`src/rtl/mul32_hs_resp.sv`:
```
// rtl/mul32_hs_resp.sv - 32x32 shift-add multiplier behind an ap_start/ap_done block handshake
//
// Ports:
//   ap_clk       clock, rising edge
//   ap_rst       asynchronous reset, active low
//   ap_start     initiator requests an operation
//   ap_done      one-cycle pulse, ap_return valid
//   ap_idle      idle with no pending request
//   ap_ready     one-cycle pulse, operands consumed
//   a, b         operands (only [31:0] used)
//   ap_return    registered 64-bit result
//   working_key  unlock key, sampled with the operands
module mul32_hs_resp #(
    parameter logic [18:0] KEY = 19'h2A5C3
) (
    input  logic        ap_clk,
    input  logic        ap_rst,
    input  logic        ap_start,
    output logic        ap_done,
    output logic        ap_idle,
    output logic        ap_ready,
    input  logic [63:0] a,
    input  logic [63:0] b,
    output logic [63:0] ap_return,
    input  logic [18:0] working_key
);

    typedef enum logic [2:0] {
        S_IDLE = 3'b001,
        S_CALC = 3'b010,
        S_DONE = 3'b100
    } state_t;

    state_t      state;
    state_t      state_next;
    logic [31:0] mcand;
    logic [31:0] mplier;
    logic [63:0] acc;
    logic [63:0] addend;
    logic [63:0] acc_step;
    logic [5:0]  count;
    logic [18:0] key_q;
    logic        accept;
    logic        calc_last;

    // Upper operand halves are part of the interface but carry no meaning.
    logic unused_upper;
    assign unused_upper = ^{a[63:32], b[63:32]};

    // Qualified by ap_rst so ap_ready stays low while reset is held,
    // even if the initiator is already requesting.
    assign accept    = ap_rst && (state == S_IDLE) && ap_start;
    assign calc_last = (state == S_CALC) && (count == 6'd31);

    assign addend   = mplier[0] ? ({32'b0, mcand} << count) : 64'd0;
    assign acc_step = acc + addend;

    always_comb begin
        state_next = S_IDLE;
        ap_ready   = accept;
        ap_idle    = (state == S_IDLE) && !ap_start;
        ap_done    = (state == S_DONE);
        case (state)
            S_IDLE:  state_next = ap_start ? S_CALC : S_IDLE;
            S_CALC:  state_next = (count == 6'd31) ? S_DONE : S_CALC;
            S_DONE:  state_next = S_IDLE;
            default: state_next = S_IDLE;   // non-one-hot encodings recover here
        endcase
    end

    always_ff @(posedge ap_clk or negedge ap_rst) begin
        if (!ap_rst) begin
            state     <= S_IDLE;
            acc       <= 64'd0;
            count     <= 6'd0;
            mcand     <= 32'd0;
            mplier    <= 32'd0;
            key_q     <= 19'd0;
            ap_return <= 64'd0;
        end else begin
            state <= state_next;
            if (accept) begin
                mcand  <= a[31:0];
                mplier <= b[31:0];
                key_q  <= working_key;
                acc    <= 64'd0;
                count  <= 6'd0;
            end else if (state == S_CALC) begin
                acc    <= acc_step;
                mplier <= mplier >> 1;
                count  <= count + 6'd1;
            end
            // Load on the final step using acc_step so the last partial
            // product is included; a wrong key flips only bits [18:0].
            if (calc_last) begin
                ap_return <= acc_step ^ {45'b0, key_q ^ KEY};
            end
        end
    end

endmodule

```
`config.mk`:
```
export PLATFORM = sky130hd
export DESIGN_NAME = mul32_hs_resp
export DESIGN_NICKNAME = d
export VERILOG_FILES = /design/src/rtl/mul32_hs_resp.sv
export SDC_FILE = /design/constraint.sdc
export NUM_CORES = 1
export LEC_CHECK = 0
export ABC_CLOCK_PERIOD_IN_PS = 4400
export CELL_PAD_IN_SITES_DETAIL_PLACEMENT = 1
export CELL_PAD_IN_SITES_GLOBAL_PLACEMENT = 1
export CORE_MARGIN = 4
export CORE_UTILIZATION = 38
export DETAILED_ROUTE_END_ITERATION = 12
export GPL_ROUTABILITY_DRIVEN = 0
export MAX_ROUTING_LAYER = met4
export PLACE_DENSITY_LB_ADDON = 0.1
export SYNTH_ARGS = -nofsm -noshare
export SYNTH_HDL_FRONTEND = slang
export SYNTH_SLANG_ARGS = --single-unit
```
`constraint.sdc`:
```
create_clock -name ap_clk -period 4.4 [get_ports ap_clk]
set_input_delay 0.88 -clock ap_clk [delete_from_list [all_inputs] [get_ports ap_clk]]
set_output_delay 0.88 -clock ap_clk [all_outputs]
set_load 0.01 [all_outputs]
```
==> results of run 1 <==
sequential cells by signal, summed over array words and instances, names as in the netlist:
signal,flops
state,3
acc,64
mcand,32
ap_return,64
mplier,32
key_q,19
count,6
metrics by stage:
stage               std cells  hold WS (ns)
floorplan                1661         0.447
global placement         2557         0.454
detailed placement       2557         0.463
CTS                      2647        0.0986
global route             2680         0.101
finish                   2680         0.113
cells in the final DEF (no fill, tap or decap), drive strengths merged, types with 4 or more instances in the layout:
cell type,instances
clkinv,7
mux2i,41
a22o,48
nor2b,22
xor2,34
nor3,21
xnor2,46
nor4,4
o2111ai,4
or3,7
a21oi,107
a21boi,9
o21ai,102
buf,413
nand2,295
a31oi,8
nand2b,4
nand3,27
dfrtp,219
mux4,23
o22ai,30
a211oi,8
clkbuf,37
a22oi,37
a21o,33
and2,22
clkdlybuf4s50,151
o22a,5
o21a,9
o31ai,9
o21bai,12
ha,64
nor2,115
o311ai,5
mux2,76
bufinv,4
o211ai,6
and3,14
inv,23
nand4,22
how the worst max path moves through the flow:
stage | startpoint | endpoint | slack [ns]
2_1_floorplan | count[0]$_DFFE_PN0P_ | acc[63]$_DFFE_PN0P_ | 0.02
4_1_cts | count[0]$_DFFE_PN0P_ | ap_return[59]$_DFFE_PN0P_ | -0.24
3_5_place_dp | count[0]$_DFFE_PN0P_ | ap_return[56]$_DFFE_PN0P_ | -0.67
6_report | count[0]$_DFFE_PN0P_ | ap_return[60]$_DFFE_PN0P_ | -0.40
5_1_grt | count[0]$_DFFE_PN0P_ | acc[60]$_DFFE_PN0P_ | -0.54
3_3_place_gp | count[0]$_DFFE_PN0P_ | ap_return[56]$_DFFE_PN0P_ | -0.65
worst max-delay path, stage by stage, from the launching register on:
cell and delay, ns:
dfrtp_2 0.45, buf_12 0.16, mux4_2 0.54, buf_6 0.15, mux4_2 0.51, a21oi_4 0.23
nor2_4 0.09, ha_4 0.33, nand4_1 0.17, nor3_2 0.23, buf_4 0.16, nand2_2 0.05
a311oi_2 0.21, buf_4 0.18, nor2_4 0.05, o41ai_4 0.26, nor2_2 0.10, buf_4 0.15
or4_4 0.49, nand3_4 0.11, mux2_2 0.15
final cells by class:
cell class | instances | area, um2 | share of cell area [%]
Clock buffer | 36 | 728 | 3.21
Timing Repair Buffer | 565 | 4890 | 21.6
Tap cell | 518 | 648 | 2.86
Multi-Input combinational cell | 1307 | 10600 | 46.9
Inverter | 25 | 93.8 | 0.414
Sequential cell | 220 | 5510 | 24.3
Clock inverter | 9 | 170 | 0.750
kinds of logic (layout without fill, tap and decap cells):
family / after synthesis / in the layout / synth area share, %
compound gates: 453 / 453 / 20.2
flops: 220 / 220 / 37.1
fa+ha+maj: 65 / 65 / 5.53
mux: 140 / 140 / 12.0
simple gates: 569 / 569 / 16.8
buf+inv: 134 / 635 / 3.53
xor+xnor: 80 / 80 / 4.72
power by group through the flow:
| stage | Sequential, uW | Clock, uW | Combinational [uW] |
|---|---|---|---|
| floorplan | 2940 | 0 | 3860 |
| global route | 3250 | 2430 | 9380 |
| global placement | 3090 | 0 | 6650 |
| detailed placement | 3120 | 0 | 6840 |
| finish | 3170 | 2300 | 8810 |
| CTS | 3110 | 2340 | 7510 |
layer usage:
layer / vias to the layer above / GRT usage [%]
li1: 6946 / -
met4: 0 / 5.96
met1: 7680 / 34.2
met3: 147 / 2.88
met2: 395 / 42.8
met5: - / -
repair_timing:
item / CTS / global route
hold buffers: 0 / 0
setup endpoints to repair: 64 / 81
cloned: 1 / 1
setup buffers: 44 / 37
pin swaps: 47 / 49
gates resized for setup: 156 / 255
==> reports/results.ini, run 1 <==
[cells_and_area]
drive_above_1_share_pct=38.0
final_core_util_pct=58.7
fill_cells=4333
nets=2360
finalInstanceArea_um2=22700
syn2layout_area_growth_pct=52.9
diodes=0

[setup_path]
required_ns=4.91
critPathKind=flip-flop to flip-flop
r2r_end=ap_return[60]$_DFFE_PN0P_
r2r-start=count[0]$_DFFE_PN0P_
critPathLaunchType=flip-flop
crit_path_end_kind=flip-flop
r2r_slack_ns=-0.40
rr_worst_depth=20
arrival_ns=5.31
worstPathMaxFanout=8

[clock_network]
cts_made_buffers=26
h-tree-depth=1
cts_sinks=220
root_buffer=clkbuf_16
cts_buffer_depth=3
cts_tree=yes
clkSlewWorstSetupHoldPaths_ns=0.06
clk_latency_ns=0.57

[synth]
syn_nets=1876
yosys.area.top_type=dfrtp_1
ys_async_sr_fraction_pct=100
ys_seq_area_share_pct=37.1
syn_avg_cell_area_um2=8.93
yosys_register_bits=220
synth_ff_type=dfrtp_1
synth_area_leaders=dfrtp_1 37%, nand2_1 7.5%, mux2_2 5.7%, ha_1 5.4%, a21oi_1 3.5%
synth_warnings=0
synth.top_cells.by_count=295 x nand2_1, 219 x dfrtp_1, 115 x nor2_1
synth_area_um2=14800
synth_top_area_share_pct=37.0
netlist_instances=1661
synthDistinctLibCells=77
synth_edf_count=0
yosysMostFrequentCell=nand2_1

[route]
drc_errors=0
wl_per_cell_um=22.2
antenna_left=0
wl_met3_mm=2.41
wl_met1_mm=25.0
first_pass_iters=5
route.met2.wl_mm=29.6
maxUsedRoutingLayer=met4
drt-total-wl_mm=59.5
vias=15200
drt_iter0_drc=1020
vias_per_cell=5.66

[global_route]
grt_first_pass_wirelength_mm=85.4
grt_overflow=0
grt_max_degree=102
antenna_found_initial=0
globalRouteTotalUtil_pct=25.8
grt_pass1_vias=15400

[min_path]
min_path_type=primary input to async pin

[sta]
fin_crit_sh_pct=109
relSlewSlack_pct=29.4
final_hold_viol_count=0
setup_tns_ns=-9.97
rsz0062_at_grt=true
fin_skew_ns=0.0137
final_max_slew_viol_count=0
setup_slack_ns=-0.404
worstMarginPinSlew_ns=1.06
period_minus_slack_ns=4.80
setup_violations=53
timing.fmax_mhz=208

[placed_design]
place_hpwl_mm=39.5
io_buffers=152
dpl_cell_area_um2=19200
dp_slack_ns=-0.674

[floorplanning]
die_height_um=206
die_w_um=206
row_count=72
design.core.area_um2=38600
fp.dieArea_um2=42300
pin_count=217
initial_utilization_pct=38.4

[pwr]
finalPower_uw=14300
p_clk_share_pct=16.1
power_switching_uw=5900
max-vdd-ir-drop_v=0.000388
switching_share_pct=41.3
intPower_uw=8380
combPwrFrac_pct=61.7
power.static_leakage_uw=0.0102
power_density_nw_per_um2=630
seqPwrFrac_pct=22.2

[flow_run]
maxCapViolCount=0

[outcome]
violations=setup timing
outcome=finished, violations left

No activity file was read; power rests on OpenSTA's default activity.
==> run 2, diff against run 1 <==
- ABC_CLOCK_PERIOD_IN_PS: 4400 -> 5800
- CELL_PAD_IN_SITES_DETAIL_PLACEMENT: 1 -> 2
- CELL_PAD_IN_SITES_GLOBAL_PLACEMENT: 1 -> 2
- CORE_UTILIZATION: 38 -> 37
- clock period: 4.4 -> 5.8 ns (I/O delays scaled with it)
==> run 2 against run 1 <==
The run now ends clean. Hold slack improved by 0.35 ns. Die area rose by 2.6%. Non-clock buffer count down 360. Sequential share of layout area up 6.5 points. First-iteration DRC count down 39%. Critical endpoint is now acc[48]$_DFFE_PN0P_. Largest power group unchanged.
==> reports/results.ini, run 2 (synthesized netlist as in run 1, its figures left out) <==
[outcome]
outcome=finished clean

[cells_and_area]
diodes=0  ; unchanged
layout_commonest_cell=nand2_1
finalInstanceArea_um2=17900  ; -21%
nets=2000  ; -15%
mostFrequentLayoutCells=295 x nand2_1, 217 x dfrtp_1, 151 x clkdlybuf4s50_1
syn2layout_area_growth_pct=20.8
reg.largest.list=acc (64), ap_return (64)
drive_above_1_share_pct=11.7  ; -26 points

[setup_path]
critPathLaunchType=flip-flop
critical-path-max-stage-delay_ns=0.58  ; +0.04 ns
required_ns=6.20  ; +1.29 ns
cp_common_cell=nor2_1
arrival_ns=5.86  ; +0.55 ns
crit_path_end_kind=flip-flop
worstPathMaxFanout=22  ; +14
crit_family=compound AO/OA/AOI/OAI gates
rr_worst_depth=20  ; unchanged
r2r_end=acc[48]$_DFFE_PN0P_
path_buf_inv=2  ; -3
r2r_slack_ns=0.34  ; +0.75 ns
critPathKind=flip-flop to flip-flop
r2r-start=count[0]$_DFFE_PN0P_
path_cells=buf_12, mux4_2, mux2i_1, nand2_1, o21ai_0, nor2_1, nor2_1, nor2_1, ha_2, nand4_1, nor3_1, nand2_1, a311oi_1, nor2_1, buf_4, o31ai_1, a21boi_1, o21ai_1, xnor2_1, o22ai_1
cpMaxStageDelayCell=dfrtp_4

[route]
drt_iter0_drc=618  ; -39%
first_pass_iters=5  ; unchanged
antenna_left=0  ; unchanged
vias=13300  ; -12%
vias_per_cell=5.73  ; +1.2%
wl_per_cell_um=22.7  ; +2.3%
drc_errors=0  ; unchanged
drt-total-wl_mm=52.8  ; -11%

[floorplanning]
design.core.area_um2=39600  ; +2.6%
row_count=73  ; +1.4%
die_w_um=208  ; +1.3%
fp.dieArea_um2=43300  ; +2.6%
initial_utilization_pct=37.4  ; -0.96 points
die_height_um=208  ; +1.3%
pin_count=217  ; unchanged

[flow_run]
maxCapViolCount=0  ; unchanged

[min_path]
worstHoldStart=ap_return[50]$_DFFE_PN0P_
min_path_type=flip-flop to flip-flop
min_path_cells=2
whs_endpoint=ap_return[50]$_DFFE_PN0P_

[clock_network]
cts_tree=yes
cts_setup_buffers=0  ; -100%
h-tree-depth=1  ; unchanged
cts_buffer_depth=3  ; unchanged
cts_sinks=220  ; unchanged
clkSlewWorstSetupHoldPaths_ns=0.06  ; about the same
cts_made_buffers=26  ; unchanged
clk_latency_ns=0.56  ; about the same
root_buffer=clkbuf_16

[global_route]
grt_overflow=0  ; unchanged
grt_max_degree=86  ; -16%
antenna_found_initial=0  ; unchanged
grt_first_pass_wirelength_mm=83.6  ; -2.2%
grt_pass1_vias=14400  ; -6.0%
globalRouteTotalUtil_pct=24.4  ; -1.4 points

[sta]
setup_tns_ns=0  ; +9.97 ns
period_minus_slack_ns=5.46  ; +0.651 ns
fin_crit_sh_pct=94.1  ; -15 points
relSlewSlack_pct=31.7  ; +2.3 points
fin_skew_ns=0.0265  ; +0.0129 ns
final_hold_viol_count=0  ; unchanged
holdWs_ns=0.465  ; +0.352 ns
rsz0062_at_grt=false
final_max_slew_viol_count=0  ; unchanged
setup_violations=0  ; -100%
worstMarginPinSlew_ns=1.02  ; -0.0319 ns
timing.fmax_mhz=183  ; -12%

[placed_design]
io_buffers=152  ; unchanged
dpl_cell_area_um2=17000  ; -11%
place_hpwl_mm=40.2  ; +1.6%

[pwr]
finalPower_uw=8320  ; -42%
power_density_nw_per_um2=464  ; -26%
power.static_leakage_uw=0.00791  ; -23%
max-vdd-ir-drop_v=0.000247  ; -36%

## run 2: changes by cell type in the layout (fill, tap and decap cells not counted), sizes merged
cell and delta:
clkinv -1, buf -359, clkinvlp +1, clkbuf -1
## run 2: cell type report
cell class	count	area, um2
clock buffer	36	729
clock inverter	9	148
fill	4361	21700
inverter	25	93.8
multi-input combinational	1307	8820
sequential	220	5510
tap	525	657
timing repair buffer	205	1950
## run 2: worst max path at each step
stage	end	depth (start not counted)	from
global route	acc[48]$_DFFE_PN0P_	20	count[0]$_DFFE_PN0P_
floorplan	acc[63]$_DFFE_PN0P_	23	count[0]$_DFFE_PN0P_
finish	acc[48]$_DFFE_PN0P_	20	count[0]$_DFFE_PN0P_
detailed placement	acc[48]$_DFFE_PN0P_	20	count[0]$_DFFE_PN0P_
CTS	acc[48]$_DFFE_PN0P_	20	count[0]$_DFFE_PN0P_
global placement	acc[48]$_DFFE_PN0P_	18	count[1]$_DFFE_PN0P_
## run 2: per-stage QoR
| step | instances | util [%] | setup WS [ns] |
|---|---|---|---|
| final | 2327 | 45.2 | 0.344 |
| after floorplan | 1661 | - | 0.885 |
| after detailed placement | 2282 | 43.0 | 0.270 |
| after global placement | 2282 | 43.0 | 0.472 |
| after CTS | 2327 | 45.2 | 0.263 |
| after global routing | 2327 | 45.2 | 0.0429 |
## run 2: routing by layer
metal | vias up | part of all wire [%] | GRT usage [%]
li1 | 6209 | - | -
met1 | 6803 | 45 | 31.3
met2 | 238 | 49 | 41.5
met3 | 76 | 3.3 | 2.65
met4 | 0 | 2.6 | 6.07
met5 | - | 0 | -
## run 2: timing repair
item,4_1_cts,5_1_grt
resized for setup,0,3
endpoints found under the setup margin,0,6
hold buffers,0,0
## run 2: power breakdown
part | internal, uW | switching [uW] | total [uW]
clock network | 1050 | 666 | 1720
registers | 1990 | 415 | 2400
logic | 1680 | 2530 | 4200
## run 2: worst min-delay path: cells and delay by family (launching register included)
kind          cells  cell delay, ns
simple gates      2            0.09
flops             1            0.34
